File: config.mk
export PLATFORM = sky130hd
export DESIGN_NAME = mc_ctrl_fsm
export DESIGN_NICKNAME = d
export VERILOG_FILES = /design/src/rtl/mc_ctrl_fsm.sv
export SDC_FILE = /design/constraint.sdc
export NUM_CORES = 1
export LEC_CHECK = 0
export ABC_AREA = 1
export BUFFER_PORTS_ARGS = -buffer_cell sky130_fd_sc_hd__buf_2
export CELL_PAD_IN_SITES_DETAIL_PLACEMENT = 0
export CELL_PAD_IN_SITES_GLOBAL_PLACEMENT = 2
export CORE_MARGIN = 1.5
export CORE_UTILIZATION = 25
export CTS_CLUSTER_DIAMETER = 30
export CTS_CLUSTER_SIZE = 10
export DETAILED_ROUTE_END_ITERATION = 7
export GPL_TIMING_DRIVEN = 0
export PLACE_DENSITY_LB_ADDON = 0.1
export REMOVE_ABC_BUFFERS = 1
export SYNTH_ARGS = -nofsm -noshare
export SYNTH_HDL_FRONTEND = slang
export SYNTH_SLANG_ARGS = --single-unit
File: constraint.sdc
create_clock -name clk -period 1.7 [get_ports clk]
set_input_delay 0.17 -clock clk [delete_from_list [all_inputs] [get_ports clk]]
set_output_delay 0.17 -clock clk [all_outputs]
set_load 0.02 [all_outputs]
File: src/rtl/mc_ctrl_fsm.sv
// mc_ctrl_fsm: multi-cycle RV32I control sequencer sharing one memory port between fetch and load/store.
// Define CTRL_PERF_EN to build the perf_cycles/perf_instret counters; otherwise both ports read 0.
module mc_ctrl_fsm #(
    parameter int unsigned MEM_TIMEOUT = 255
) (
    input  logic        clk,
    input  logic        rst_n,
    input  logic [6:0]  opcode,
    input  logic        branch_taken,
    input  logic        mem_ready,
    output logic        mem_req,
    output logic        mem_we,
    output logic        mem_sel,
    output logic        ir_we,
    output logic        pc_we,
    output logic [1:0]  pc_src,
    output logic [1:0]  alu_src_a,
    output logic        alu_src_b,
    output logic [2:0]  imm_type,
    output logic        reg_we,
    output logic [1:0]  wb_sel,
    output logic        retire,
    output logic        trap,
    output logic [1:0]  trap_cause,
    output logic [31:0] perf_cycles,
    output logic [31:0] perf_instret
);
    localparam int unsigned TO_W = 16;

    localparam logic [2:0] IMM_I = 3'd1;
    localparam logic [2:0] IMM_S = 3'd2;
    localparam logic [2:0] IMM_B = 3'd3;
    localparam logic [2:0] IMM_J = 3'd4;
    localparam logic [2:0] IMM_U = 3'd5;
    localparam logic [1:0] PC_IMM = 2'd1;
    localparam logic [1:0] PC_ALU = 2'd2;
    localparam logic [1:0] WB_MEM = 2'd1;
    localparam logic [1:0] WB_PC4 = 2'd2;
    localparam logic [1:0] A_PC   = 2'd1;
    localparam logic [1:0] A_ZERO = 2'd2;
    localparam logic [1:0] CAUSE_ILL = 2'd1;
    localparam logic [1:0] CAUSE_TO  = 2'd2;

    typedef enum logic [2:0] {S_FETCH, S_DECODE, S_EXEC, S_MEM, S_WB, S_TRAP} state_e;
    typedef enum logic [3:0] {
        C_R, C_I, C_LOAD, C_STORE, C_BRANCH, C_JAL, C_JALR, C_LUI, C_AUIPC, C_ILL
    } class_e;

    state_e          state_q, state_d;
    class_e          cls_q, cls_d;
    logic [TO_W-1:0] to_cnt_q, to_cnt_d;
    logic            trap_q, trap_d;
    logic [1:0]      cause_q, cause_d;
    logic            mem_wait;

    function automatic class_e decode_op(input logic [6:0] op);
        case (op)
            7'h33:   return C_R;
            7'h13:   return C_I;
            7'h03:   return C_LOAD;
            7'h23:   return C_STORE;
            7'h63:   return C_BRANCH;
            7'h6F:   return C_JAL;
            7'h67:   return C_JALR;
            7'h37:   return C_LUI;
            7'h17:   return C_AUIPC;
            default: return C_ILL;
        endcase
    endfunction

    always_ff @(posedge clk or negedge rst_n) begin
        if (!rst_n) begin
            state_q  <= S_FETCH;
            cls_q    <= C_R;
            to_cnt_q <= '0;
            trap_q   <= 1'b0;
            cause_q  <= 2'd0;
        end else begin
            state_q  <= state_d;
            cls_q    <= cls_d;
            to_cnt_q <= to_cnt_d;
            trap_q   <= trap_d;
            cause_q  <= cause_d;
        end
    end

    // Next state and strobes; strobes depend on state, registered class and mem_ready.
    always_comb begin
        state_d   = state_q;
        cls_d     = cls_q;
        to_cnt_d  = '0;
        trap_d    = trap_q;
        cause_d   = cause_q;
        mem_wait  = 1'b0;
        mem_req   = 1'b0;
        mem_we    = 1'b0;
        mem_sel   = 1'b0;
        ir_we     = 1'b0;
        pc_we     = 1'b0;
        pc_src    = 2'd0;
        alu_src_a = 2'd0;
        alu_src_b = 1'b0;
        imm_type  = 3'd0;
        reg_we    = 1'b0;
        wb_sel    = 2'd0;
        retire    = 1'b0;

        case (state_q)
            S_FETCH: begin
                mem_req = 1'b1;
                if (mem_ready) begin
                    ir_we   = 1'b1;
                    state_d = S_DECODE;
                end else begin
                    mem_wait = 1'b1;
                end
            end
            S_DECODE: begin
                cls_d = decode_op(opcode);
                if (cls_d == C_ILL) begin
                    state_d = S_TRAP;
                    trap_d  = 1'b1;
                    cause_d = CAUSE_ILL;
                end else begin
                    state_d = S_EXEC;
                end
            end
            S_EXEC: begin
                case (cls_q)
                    C_BRANCH: begin
                        pc_we   = 1'b1;
                        pc_src  = branch_taken ? PC_IMM : 2'd0;
                        retire  = 1'b1;
                        state_d = S_FETCH;
                    end
                    C_LOAD, C_STORE: state_d = S_MEM;
                    default:         state_d = S_WB;
                endcase
            end
            S_MEM: begin
                mem_req = 1'b1;
                mem_sel = 1'b1;
                mem_we  = (cls_q == C_STORE);
                if (mem_ready) begin
                    if (cls_q == C_STORE) begin
                        pc_we   = 1'b1;
                        retire  = 1'b1;
                        state_d = S_FETCH;
                    end else begin
                        state_d = S_WB;
                    end
                end else begin
                    mem_wait = 1'b1;
                end
            end
            S_WB: begin
                reg_we  = 1'b1;
                pc_we   = 1'b1;
                retire  = 1'b1;
                state_d = S_FETCH;
                case (cls_q)
                    C_LOAD:  wb_sel = WB_MEM;
                    C_JAL:   begin wb_sel = WB_PC4; pc_src = PC_IMM; end
                    C_JALR:  begin wb_sel = WB_PC4; pc_src = PC_ALU; end
                    default: ;
                endcase
            end
            S_TRAP:  ;
            default: state_d = S_FETCH;
        endcase

        // A ready arriving in the limit cycle still completes the access.
        if (mem_wait) begin
            if (to_cnt_q == TO_W'(MEM_TIMEOUT)) begin
                state_d = S_TRAP;
                trap_d  = 1'b1;
                cause_d = CAUSE_TO;
            end else begin
                to_cnt_d = to_cnt_q + TO_W'(1);
            end
        end

        if (state_q inside {S_EXEC, S_MEM, S_WB}) begin
            case (cls_q)
                C_I, C_LOAD, C_JALR: begin imm_type = IMM_I; alu_src_b = 1'b1; end
                C_STORE:  begin imm_type = IMM_S; alu_src_b = 1'b1; end
                C_BRANCH: imm_type = IMM_B;
                C_JAL:    imm_type = IMM_J;
                C_LUI:    begin imm_type = IMM_U; alu_src_a = A_ZERO; alu_src_b = 1'b1; end
                C_AUIPC:  begin imm_type = IMM_U; alu_src_a = A_PC; alu_src_b = 1'b1; end
                default:  ;
            endcase
        end

        // Reset silences every strobe and select at once, even mid-transaction.
        if (!rst_n) begin
            mem_req   = 1'b0;
            mem_we    = 1'b0;
            mem_sel   = 1'b0;
            ir_we     = 1'b0;
            pc_we     = 1'b0;
            pc_src    = 2'd0;
            alu_src_a = 2'd0;
            alu_src_b = 1'b0;
            imm_type  = 3'd0;
            reg_we    = 1'b0;
            wb_sel    = 2'd0;
            retire    = 1'b0;
        end
    end

    assign trap       = trap_q;
    assign trap_cause = cause_q;

`ifdef CTRL_PERF_EN
    localparam int unsigned PERF_W = 32;

    logic [PERF_W-1:0] perf_cycles_q, perf_cycles_d;
    logic [PERF_W-1:0] perf_instret_q, perf_instret_d;

    always_comb begin
        perf_cycles_d  = perf_cycles_q + PERF_W'(1);
        perf_instret_d = perf_instret_q + PERF_W'(retire);
    end

    always_ff @(posedge clk or negedge rst_n) begin
        if (!rst_n) begin
            perf_cycles_q  <= '0;
            perf_instret_q <= '0;
        end else begin
            perf_cycles_q  <= perf_cycles_d;
            perf_instret_q <= perf_instret_d;
        end
    end

    assign perf_cycles  = perf_cycles_q;
    assign perf_instret = perf_instret_q;
`else
    assign perf_cycles  = '0;
    assign perf_instret = '0;
`endif

endmodule

==> run metrics <==
status finished with violations; failing checks negative setup slack; Fin Hold WS between 0.2 and 0.3 ns; crit path max-delay cell type dfrtp_2; initial antenna violation count 0; # IOs 95; max-slew violation count 0; clk sinks 26; Fillers slightly below 1000; Final GP Congestion approximately 0.72; CP dominant cell by count nor2_4; Total Neg Setup Slack -0.0892 ns; Die Area around 9500 um2; final HPWL from detailed placement approximately 3700 um; crit end category output pin; WP data required between 1.5 and 2 ns; synth-to-layout area growth 22.4%; drt wl/cell about 10 um; Final Hold Fails 0; routed wire length between 5000 and 6000 um; diode count 0; share of post-route cells with drive strength above 1 about 30%; register area share after synthesis approximately 30%; DRC 0; root buf cell clkbuf_8; crit start category register; Rows 34; critical path type register to output pin; crit-path cells nor2_4 > nand2_4 > nor2_4 > nand4_1 > a31oi_4 > buf_4; clk_skew between 0.01 and 0.015 ns; core area a little under 9000 um2; top cells by count, synth buf_4 (65), nand2_1 (64), nor2_1 (51); crit path DAT roughly 1.6 ns; CTS tree yes; area leader, netlist dfrtp_1; Peak Freq roughly 580 MHz; Initial DRC Count 75; drt first pass iters 4; Reg clk slew, reported paths 0.10 ns; register bit total from synthesis 26; vias in the first global route between 1500 and 2000; setup ws final -0.0305 ns; via count 1925; Final ANT Viol Nets 0; Async S/R FF share, synth 100%; Final min period roughly 1.7 ns; syn_area_per_cell 6.89 um2; DR vias/cell 3.98; Pwr Total between 0.002 and 0.003 W; worst vdd ir 0.000351 V; Final Cycle Share 102%; global-route usage over all layers 10.3%; P_leak between 1 and 1.5 nW; Die W roughly 97 um; CP max FO 4; cts bufs inserted 3; htree depth 1; Clock Path Buffers 2; count leader, synth buf_4; Synth top area share 29.2%; RSZ-0062 raised after global routing true; Worst-Skew Late Latency 0.28 ns; Final nets 389; Die Y approximately 97 um; largest cells by area after synthesis dfrtp_1 (29%), buf_4 (22%), nand2_1 (11%); Final Cell Area around 2700 um2; max-cap violation count 0; Netlist Area Pre-Place between 2000 and 2500 um2; Mapped Cells around 320; GRT overflow 0; critical path's largest stage delay ~0.45 ns; Synth cell types 31; HP Class primary input to register; Post-synth EDFFs 0; YS warnings 0; Layout Utilization a little under a third; Top FF cell, synth dfrtp_1; largest net degree at the start of global routing 27; first-pass GRT wire length between 8000 and 9000 um; power per cell area just under 1000 nW/um2; PortBufs 30; Post-DP Area between 2000 and 2500 um2; Initial Util roughly a quarter; final setup fails 3
## final timing paths
path	from	end	slack, ns	cells past startpoint
max in group asynchronous	rst_n	cls_q[0]	1.07	3
worst max register to register	state_q[1]	trap_cause[0]	0.14	6
worst min-delay path	mem_ready	to_cnt_q[7]	0.26	4
min in group asynchronous	rst_n	to_cnt_q[4]	0.44	3
worst max-delay path	cls_q[3]	retire	-0.03	6
worst min register to register	to_cnt_q[0]	to_cnt_q[0]	0.48	1
## registers in the layout, indices dropped and copies added (netlist names)
register,flops
cls_q,4
trap_cause,2
to_cnt_q,16
trap,1
state_q,3
## through the flow
step / instances / worst slack, ns
after global routing: 484 / -0.121
after floorplan: 319 / -0.217
after global placement: 457 / -0.249
after CTS: 479 / -0.0443
after detailed placement: 457 / -0.234
final: 484 / -0.0305
## power breakdown
group | switching, W | internal (W) | total (W)
Combinational | 0.000826 | 0.000492 | 0.00132
Sequential | 0.0000834 | 0.000697 | 0.000781
Clock | 0.000210 | 0.000315 | 0.000526
## what timing repair did
action	4_1_cts	5_1_grt
hold endpoints to repair	26	0
buffers inserted	16	5
pin swaps	8	11
setup endpoints to repair	13	14
gates resized for setup	25	42
hold buffers	2	0
## area by class of cell
cell class	count	area, um2	area share, %
well taps	108	135	4.96
multi-input cells	257	1350	49.4
repair buffers	53	378	13.9
clock buffers	3	41.3	1.52
clock inverters	1	30.0	1.10
flip-flops and latches	26	658	24.2
inverters	36	138	5.05
## logic make-up after synthesis
kind of cell / after synthesis / synth area share [%]
AOI/OAI and AO/OA: 22 / 5.85
xor gates and xnor gates: 8 / 3.15
adders and majority gates: 1 / 0.562
buffers and inverters: 103 / 28.4
DFF: 26 / 29.2
other: 1 / 0.168
and+or+nand+nor: 162 / 32.6
## routing by layer
layer | track usage (%) | wire (um) | vias to the layer above | part of all wire, %
met2 | 16.0 | 2210 | 84 | 44
li1 | - | - | 989 | -
met5 | 0 | 0 | - | 0
met3 | 1.08 | 297 | 2 | 5.9
met1 | 15.0 | 2480 | 850 | 49
met4 | 2.97 | 45 | 0 | 0.89
## cells in the final DEF, fill, tap and decap left out, types with 2 or more instances in the layout
| master | n |
|---|---|
| nand4_1 | 5 |
| a21oi_2 | 3 |
| nor2_1 | 43 |
| nor2_4 | 7 |
| dfrtp_2 | 6 |
| nor3_1 | 7 |
| nor3b_2 | 2 |
| nor2_2 | 6 |
| nor4_2 | 2 |
| xor2_1 | 7 |
| inv_1 | 22 |
| nand3_1 | 14 |
| nand2_2 | 6 |
| buf_2 | 17 |
| a21oi_4 | 2 |
| buf_6 | 2 |
| nor3b_1 | 2 |
| inv_2 | 13 |
| o21ai_0 | 3 |
| o21ai_1 | 3 |
| nand2_4 | 4 |
| nor3_2 | 2 |
| clkbuf_8 | 3 |
| a21oi_1 | 6 |
| nand2_1 | 58 |
| conb_1 | 64 |
| buf_4 | 32 |
| dfrtp_1 | 20 |
## critical path: cells and delay by family (launching register included)
| family | cells | cell delay (ns) |
|---|---|---|
| AOI/OAI and AO/OA | 1 | 0.22 |
| buffers and inverters | 1 | 0.16 |
| DFF | 1 | 0.45 |
| and+or+nand+nor | 4 | 0.45 |
Note: power is estimated with default switching activity, not from simulation.
